[config.mk]
export PLATFORM = sky130hd
export DESIGN_NAME = config_injector
export DESIGN_NICKNAME = d
export VERILOG_FILES = /design/src/rtl/accel_cfg_pkg.sv /design/src/rtl/cfg_route_encoder.sv /design/src/rtl/config_injector.sv
export SDC_FILE = /design/constraint.sdc
export NUM_CORES = 1
export LEC_CHECK = 0
export ABC_AREA = 0
export BUFFER_PORTS_ARGS = -buffer_cell sky130_fd_sc_hd__buf_4
export CELL_PAD_IN_SITES_DETAIL_PLACEMENT = 0
export CELL_PAD_IN_SITES_GLOBAL_PLACEMENT = 1
export CORE_ASPECT_RATIO = 0.75
export CORE_UTILIZATION = 37
export CTS_CLUSTER_DIAMETER = 30
export CTS_CLUSTER_SIZE = 12
export DETAILED_ROUTE_END_ITERATION = 7
export PLACE_DENSITY = 0.81
export SLEW_MARGIN = 20
export SYNTH_ARGS = -nofsm -noshare
export SYNTH_HDL_FRONTEND = slang
export SYNTH_SLANG_ARGS = --single-unit
[constraint.sdc]
create_clock -name clk -period 6 [get_ports clk]
set_clock_uncertainty 0.2 [all_clocks]
set_input_delay 0.6 -clock clk [delete_from_list [all_inputs] [get_ports clk]]
set_output_delay 0.6 -clock clk [all_outputs]
set_load 0.02 [all_outputs]
[src/rtl/accel_cfg_pkg.sv]
// Shared types and constants for the mesh configuration protocol.
package accel_cfg_pkg;

  localparam int unsigned ROUTE_W = 8;
  localparam logic [ROUTE_W-1:0] ROUTE_ARRIVED = 8'h80;
  localparam logic [47:0] CFG_IDLE = 48'h0;

  // Route bit meaning at each switch: 1 = go east, 0 = go south.
  localparam logic EAST  = 1'b1;
  localparam logic SOUTH = 1'b0;

  typedef struct packed {
    logic [ROUTE_W-1:0] route;
    logic [1:0]         port_sampler;
    logic [1:0]         out_designator;
    logic [3:0]         instruction;
    logic [31:0]        data;
  } cfg_packet_t;

  typedef enum logic [1:0] {
    INJ_IDLE,
    INJ_SEND,
    INJ_FLIGHT,
    INJ_DONE
  } inj_state_t;

endpackage

[src/rtl/cfg_route_encoder.sv]
// Combinational route builder: col east hops, row south hops, sentinel, zero fill.
module cfg_route_encoder
  import accel_cfg_pkg::*;
(
  input  logic [1:0]         row,
  input  logic [1:0]         col,
  output logic [ROUTE_W-1:0] route,
  output logic [2:0]         hops
);

  // Sentinel lands just after the last hop; east bits are overlaid first.
  always_comb begin
    hops  = {1'b0, col} + {1'b0, row};
    route = ROUTE_ARRIVED >> hops;
    for (int unsigned i = 0; i < ROUTE_W; i++) begin
      if (i < 32'(col)) begin
        route[ROUTE_W-1-i] = EAST;
      end else if (i < 32'(hops)) begin
        route[ROUTE_W-1-i] = SOUTH;
      end
    end
  end

endmodule

[src/rtl/config_injector.sv]
// Source end of the mesh configuration protocol: builds and injects config packets at (0,0).
module config_injector
  import accel_cfg_pkg::*;
#(
  parameter int unsigned ROWS        = 4,
  parameter int unsigned COLS        = 4,
  parameter int unsigned DRAIN_SLACK = 2
) (
  input  logic        clk,
  input  logic        reset,
  input  logic        cfg_valid,
  output logic        cfg_ready,
  input  logic [1:0]  cfg_row,
  input  logic [1:0]  cfg_col,
  input  logic [1:0]  cfg_port_sampler,
  input  logic [1:0]  cfg_out_designator,
  input  logic [3:0]  cfg_instruction,
  input  logic [31:0] cfg_data,
  input  logic        cfg_last,
  output logic [47:0] out_config,
  output logic        load,
  output logic        done,
  output logic        cfg_err,
  output logic [4:0]  pkt_count
);

  inj_state_t  state_q, state_n;
  cfg_packet_t pkt_q, pkt_n;
  logic        ready_q, ready_n;
  logic        load_q, load_n;
  logic        done_q, done_n;
  logic        err_q, err_n;
  logic        last_q, last_n;
  logic [4:0]  count_q, count_n;
  logic [7:0]  flight_q, flight_n;

  logic [ROUTE_W-1:0] route;
  logic [2:0]         hops;
  logic               accept;
  logic               in_range;

  cfg_route_encoder u_route (
    .row   (cfg_row),
    .col   (cfg_col),
    .route (route),
    .hops  (hops)
  );

  assign accept   = cfg_valid & ready_q;
  assign in_range = (32'(cfg_row) < ROWS) && (32'(cfg_col) < COLS);

  assign cfg_ready  = ready_q;
  assign out_config = pkt_q;
  assign load       = load_q;
  assign done       = done_q;
  assign cfg_err    = err_q;
  assign pkt_count  = count_q;

  // Next-state and next-output logic; every output is the registered copy of these.
  always_comb begin
    state_n  = state_q;
    pkt_n    = CFG_IDLE;
    ready_n  = ready_q;
    load_n   = load_q;
    done_n   = done_q;
    err_n    = err_q;
    last_n   = last_q;
    count_n  = count_q;
    flight_n = flight_q;
    case (state_q)
      INJ_IDLE, INJ_DONE: begin
        if (accept) begin
          if (in_range) begin
            // Packet is registered at the accept edge so it is on the wire during SEND;
            // the flight window is captured here too and only starts counting in FLIGHT.
            pkt_n.route          = route;
            pkt_n.port_sampler   = cfg_port_sampler;
            pkt_n.out_designator = cfg_out_designator;
            pkt_n.instruction    = cfg_instruction;
            pkt_n.data           = cfg_data;
            last_n   = cfg_last;
            flight_n = 8'(2 * (32'(hops) + 1) + DRAIN_SLACK);
            ready_n  = 1'b0;
            load_n   = 1'b1;
            done_n   = 1'b0;
            state_n  = INJ_SEND;
          end else begin
            err_n = 1'b1;
            if (cfg_last) begin
              state_n = INJ_DONE;
              done_n  = 1'b1;
              load_n  = 1'b0;
            end else begin
              state_n = INJ_IDLE;
              done_n  = 1'b0;
            end
          end
        end
      end
      INJ_SEND: begin
        if (count_q != '1) begin
          count_n = count_q + 5'd1;
        end
        state_n = INJ_FLIGHT;
      end
      INJ_FLIGHT: begin
        if (flight_q <= 8'd1) begin
          ready_n = 1'b1;
          if (last_q) begin
            state_n = INJ_DONE;
            done_n  = 1'b1;
            load_n  = 1'b0;
          end else begin
            state_n = INJ_IDLE;
          end
        end else begin
          flight_n = flight_q - 8'd1;
        end
      end
      default: state_n = INJ_IDLE;
    endcase
  end

  // State and output registers with synchronous reset.
  always_ff @(posedge clk) begin
    if (reset) begin
      state_q  <= INJ_IDLE;
      pkt_q    <= CFG_IDLE;
      ready_q  <= 1'b1;
      load_q   <= 1'b0;
      done_q   <= 1'b0;
      err_q    <= 1'b0;
      last_q   <= 1'b0;
      count_q  <= '0;
      flight_q <= '0;
    end else begin
      state_q  <= state_n;
      pkt_q    <= pkt_n;
      ready_q  <= ready_n;
      load_q   <= load_n;
      done_q   <= done_n;
      err_q    <= err_n;
      last_q   <= last_n;
      count_q  <= count_n;
      flight_q <= flight_n;
    end
  end

endmodule

==> results of run 1 <==
-- report_power, final --
part           internal (W)  switching, W
clock              0.000237      0.000176
sequential         0.000496     0.0000332
combinational      0.000165      0.000235
total              0.000898      0.000445
-- sequential cells by signal (all words and copies together) (netlist names) --
name        flops
out_config     48
flight_q        8
pkt_count       5
state_q         2
cfg_ready       1
done            1
last_q          1
load            1
-- logic make-up after synthesis --
logic type	count (synthesis)	share of synthesized area [%]
buffers and inverters	30	4.64
AOI/OAI and AO/OA	41	10.0
other	1	0.146
adders and majority gates	13	6.64
muxes	5	1.95
and+or+nand+nor	100	22.2
DFF	67	52.4
xor gates and xnor gates	6	2.05
-- final cells by class --
cell class | instances | area, µm²
inverters | 13 | 48.8
fillers | 613 | 2900
repair buffers | 105 | 788
clock inverters | 7 | 98.8
multi-input cells | 166 | 1100
clock buffers | 9 | 124
well taps | 81 | 101
flip-flops and latches | 67 | 1340
-- per-layer routing --
| metal | track usage [%] | share of wire (%) | up-vias |
|---|---|---|---|
| li1 | - | - | 1126 |
| met1 | 23.9 | 47 | 1006 |
| met2 | 24.6 | 45 | 72 |
| met3 | 5.83 | 6.8 | 9 |
| met4 | 6.40 | 1.0 | 0 |
| met5 | 0 | 0 | - |
-- cell usage in the layout (no fill, tap or decap), types with 4 or more instances in the layout --
cell type  Yosys  final
a21oi_1       15     15
and3_1        42     42
buf_4          1    105
clkbuf_8       0      9
dfxtp_1       67     67
ha_1          12     12
inv_1         13     13
mux2i_1        5      5
nand2_1        9      9
nor2_1        18     18
nor3_1         9      9
o21ai_0        9      9
or3_1          4      4
xor2_1         4      4
-- metrics by stage --
stage          instances  power (W)  cell area, µm²
3_5_place_dp         432   0.000936            3380
4_1_cts              448    0.00135            3600
3_3_place_gp         432   0.000935            3380
2_1_floorplan        263   0.000809            2560
6_report             448    0.00134            3600
5_1_grt              448    0.00142            3600
-- final timing paths --
kind	startpoint	end	slack, ns	cells after the start
worst max-delay path	cfg_col[0]	flight_q[4]$_SDFFE_PP0P_	3.29	10
worst min-delay path	cfg_data[28]	out_config[28]$_SDFF_PP0_	0.29	2
worst max register to register	state_q[0]$_SDFFE_PP0P_	flight_q[5]$_SDFFE_PP0P_	3.46	6
worst min register to register	flight_q[6]$_SDFFE_PP0P_	flight_q[6]$_SDFFE_PP0P_	0.29	2
==> flow_summary.json, run 1 <==
{
  "grt_pass1_wl_mm": 9.58,
  "diodes": 0,
  "maxCapViolations": 0,
  "vias_per_cell": 4.94,
  "start_util_pct": 39.4,
  "leakagePower_nw": 1.79,
  "async_flop_share_pct": 0,
  "wire_per_inst_um": 13.9,
  "clk_pin_slew_ns": 0.07,
  "peakVddDrop_mv": 0.205,
  "track_usage_pct": 17.1,
  "dp_slack_ns": 2.97,
  "ys_types": 42,
  "dp_hpwl_mm": 4.43,
  "rsz0062_at_grt": "false",
  "period_needed_ns": 2.71,
  "maxSlewViolCount": 0,
  "status": "finished with violations",
  "finalNetCount": 423,
  "fin_ws_ns": 3.29,
  "postCtsSetupRepairBufs": 0,
  "slowest_delay_ns": 0.63,
  "die_h_um": 74.1,
  "antenna_found_initial": 0,
  "tns_ns": 0,
  "rows": 25,
  "synth_top_area_share_pct": 52.4,
  "max_freq_ghz": 0.369,
  "drive_gt1_share_pct": 33.8,
  "crit_chain": "buf_4, ha_1, inv_1, fa_1, inv_1, ha_1, xnor2_1, a311oi_1, or3_1, a21oi_1",
  "yosysWarnings": 0,
  "routed_wl_mm": 6.22,
  "postRouteAntennaNets": 0,
  "violations": "DRC",
  "yosysMostFrequentCell": "dfxtp_1",
  "die_area_mm2": 0.00726,
  "ctsResizeCount": 0,
  "crit_required_ns": 6.07,
  "cts_tree": "done",
  "vias": 2213,
  "place_congestion": 0.840,
  "endpoint_kind": "flip-flop",
  "core_area_mm2": 0.00651,
  "crit_buf_inv": 3,
  "cp_slowest_cell": "fa_1",
  "min_path_type": "primary input to flip-flop",
  "syn-instance-count": 263,
  "hold_violations": 0,
  "cts_hold_buf": 0,
  "cp-start-kind": "primary input",
  "powerDensity_mw_per_mm2": 373,
  "path_class": "primary input to flip-flop",
  "syn_to_final_growth_pct": 40.7,
  "yosys.area.top_type": "dfxtp_1",
  "dr.pass1.iters": 6,
  "worst-slew-pin-transition_ns": 0.631,
  "min_period_over_period_pct": 45.1,
  "grt_max_degree": 46,
  "synth_seq_area_share_pct": 52.4,
  "detail_route.iter0.violations": 115,
  "boundaryPins": 105,
  "syn_area_mm2": 0.00256,
  "synth_edf_count": 0,
  "path_delay_family": "adder cells",
  "synth.avg_cell_area_um2": 9.74,
  "synth_nets": 324,
  "clock_path_buffers": 2,
  "grt_pass1_vias": 1912,
  "cts_root_buf": "clkbuf_8",
  "die_x_um": 98.1,
  "hold_ws_ns": 0.289,
  "final_util_pct": 55.4,
  "relSlewSlack_pct": 57.5,
  "synth_common_cells": "67 x dfxtp_1, 42 x and3_1, 18 x nor2_1",
  "setup_viol": 0,
  "grt-ovfl-total": 0,
  "numCtsBuffers": 9,
  "ys_seq_elements": 67,
  "synth.area.top_cells": "dfxtp_1 52%, and3_1 10%, ha_1 5.9%",
  "clk_latency_ns": 0.34,
  "arrival_ns": 2.78,
  "synthFlopType": "dfxtp_1",
  "cts_sinks": 67,
  "htreeDepth": 3,
  "crit_fanout": 8,
  "post-route-drc-count": 7,
  "port_buffers": 103
}
Note: power is estimated with default switching activity, not from simulation.
==> inputs of run 2 (changes only) <==
--- a/config.mk
+++ b/config.mk
@@ -10,11 +10,11 @@
 export CELL_PAD_IN_SITES_DETAIL_PLACEMENT = 0
 export CELL_PAD_IN_SITES_GLOBAL_PLACEMENT = 1
 export CORE_ASPECT_RATIO = 0.75
-export CORE_UTILIZATION = 37
+export CORE_UTILIZATION = 35
 export CTS_CLUSTER_DIAMETER = 30
 export CTS_CLUSTER_SIZE = 12
 export DETAILED_ROUTE_END_ITERATION = 7
-export PLACE_DENSITY = 0.81
+export PLACE_DENSITY = 0.77
 export SLEW_MARGIN = 20
 export SYNTH_ARGS = -nofsm -noshare
 export SYNTH_HDL_FRONTEND = slang
==> constraint.sdc (replaced) <==
create_clock -name clk -period 2.6 [get_ports clk]
set_clock_uncertainty 0.2 [all_clocks]
set_input_delay 0.26 -clock clk [delete_from_list [all_inputs] [get_ports clk]]
set_output_delay 0.26 -clock clk [all_outputs]
set_load 0.02 [all_outputs]
==> flow_summary.json, run 2 (synthesized netlist as in run 1, its figures left out) <==
{
  "post-place-cells": 454,
  "hold_violations": 0,
  "clk_latency_ns": 0.35,
  "postPlaceCellArea_mm2": 0.00344,
  "p_comb_share_pct": 32.6,
  "track_usage_pct": 19.0,
  "fin_cells": 513,
  "status": "finished clean",
  "diodes": 0,
  "peakVddDrop_mv": 0.456,
  "cts_root_buf": "clkbuf_8",
  "vias_per_cell": 4.75,
  "wire_per_inst_um": 13.6,
  "routed_wl_mm": 6.99,
  "arrival_ns": 2.31,
  "maxSlewViolCount": 0,
  "worstSetupStartpoint": "state_q[0]$_SDFFE_PP0P_",
  "crit_required_ns": 2.65,
  "grt_pass1_vias": 2356,
  "setup_viol": 0,
  "die_h_um": 76.1,
  "cts_sinks": 67,
  "antenna_found_initial": 0,
  "endpoint": "out_config[43]$_SDFF_PP0_",
  "syn_to_final_growth_pct": 59.0,
  "cp-start-kind": "flip-flop",
  "timing.rr.start": "state_q[0]$_SDFFE_PP0P_",
  "die_area_mm2": 0.00767,
  "postCtsSetupRepairBufs": 0,
  "r2r_end": "out_config[43]$_SDFF_PP0_",
  "period_needed_ns": 2.27,
  "p_clk_share_pct": 28.0,
  "grt-ovfl-total": 0,
  "min_path_type": "primary input to flip-flop",
  "fin_ws_ns": 0.332,
  "boundaryPins": 105,
  "finalNetCount": 471,
  "fillCellCount": 626,
  "port_buffers": 103,
  "endpoint_kind": "flip-flop",
  "dp_hpwl_mm": 4.54,
  "p_seq_share_pct": 39.4,
  "detail_route.iter0.violations": 164,
  "grt_max_degree": 45,
  "powerDensity_mw_per_mm2": 761,
  "grt_pass1_wl_mm": 11.3,
  "path_class": "flip-flop to flip-flop",
  "p_int_w": 0.00204,
  "dp_slack_ns": 0.110,
  "vias": 2437,
  "htreeDepth": 3,
  "final_common_cell": "buf_4",
  "clock_path_buffers": 2,
  "numCtsBuffers": 9,
  "start_util_pct": 37.0,
  "post-route-drc-count": 0,
  "clk_pin_slew_ns": 0.07,
  "max_freq_ghz": 0.441,
  "min_period_over_period_pct": 87.2,
  "cts_tree": "done",
  "design_area_mm2": 0.00407,
  "place_congestion": 0.815,
  "die_x_um": 101,
  "tns_ns": 0,
  "final_util_pct": 58.8,
  "largest_reg_flops": 48,
  "maxCapViolations": 0,
  "dr.pass1.iters": 4,
  "crit_fanout": 44,
  "core_area_mm2": 0.00693,
  "rsz0062_at_grt": "false",
  "drive_gt1_share_pct": 31.1,
  "rows": 26,
  "reg2regPathDepth": 6,
  "postRouteAntennaNets": 0,
  "switching_power_w": 0.00106,
  "leakagePower_nw": 1.99,
  "ctsResizeCount": 0,
  "reg2reg_slack_ns": 0.33,
  "layout_common_cells": "110 x buf_4, 67 x dfxtp_1, 43 x dlygate4sd3_1, 42 x and3_1, 18 x nor2_1",
  "sw_frac_of_total_pct": 34.2
}
run 2: cell count changes in the layout (fill, tap and decap cells not counted):
| cell | change |
|---|---|
| inv_8 | +1 |
| inv_6 | -2 |
| buf_4 | +5 |
| clkinv_2 | +1 |
| dlygate4sd3_1 | +43 |
| bufinv_16 | -1 |
| clkinv_4 | +2 |
| clkinvlp_4 | -1 |
run 2: timing repair:
action	CTS	global route
setup endpoints to repair	0	0
hold buffers	43	0
hold endpoints to repair	42	0
run 2: power by group through the flow:
stage	Combinational, W	Sequential [W]	Clock, W
6_report	0.00101	0.00122	0.000869
3_3_place_gp	0.000942	0.00124	0
5_1_grt	0.00111	0.00124	0.000944
3_5_place_dp	0.000946	0.00124	0
2_1_floorplan	0.000540	0.00133	0
4_1_cts	0.00100	0.00122	0.000890
run 2: critical path, stage by stage, from the launching register on:
cell	delay (ns)
dfxtp_1	0.36
inv_1	0.06
ha_1	0.41
and3_1	0.21
buf_4	0.36
nand2_1	0.27
nor4_1	0.29
run 2: stage by stage:
stage          hold slack [ns]  total power [W]
6_report                0.0127          0.00310
5_1_grt                 0.0366          0.00329
4_1_cts                0.00122          0.00311
3_5_place_dp             0.269          0.00219
3_3_place_gp             0.262          0.00218
2_1_floorplan            0.139          0.00187
run 2: how the worst min path moves through the flow:
| stage | startpoint | slack, ns | cells after the start | end |
|---|---|---|---|---|
| final | cfg_col[0] | 0.01 | 3 | out_config[47]$_SDFF_PP0_ |
| after global routing | reset | 0.04 | 2 | flight_q[3]$_SDFFE_PP0P_ |
| after CTS | cfg_col[0] | 0.001 | 3 | out_config[47]$_SDFF_PP0_ |
| after detailed placement | flight_q[7]$_SDFFE_PP0P_ | 0.27 | 2 | flight_q[7]$_SDFFE_PP0P_ |
| after global placement | flight_q[7]$_SDFFE_PP0P_ | 0.26 | 2 | flight_q[7]$_SDFFE_PP0P_ |
| after floorplan | reset | 0.14 | 1 | load$_SDFFE_PP0P_ |
run 2: area by class of cell:
class / count / area, µm² / area share [%]
sequential: 67 / 1340 / 32.9
clock buffer: 9 / 124 / 3.04
multi-input combinational: 166 / 1100 / 27.0
inverter: 13 / 48.8 / 1.20
tap: 98 / 123 / 3.01
timing repair buffer: 153 / 1260 / 30.9
clock inverter: 7 / 77.6 / 1.91
run 2: routing by layer:
metal	global-route usage [%]	part of all wire, %	routed length [µm]	up-vias
met4	7.10	2.2	157	0
met3	6.42	5.9	412	18
met2	30.3	47	3290	91
li1	-	-	-	1220
met5	0	0	0	-
met1	23.8	45	3120	1108
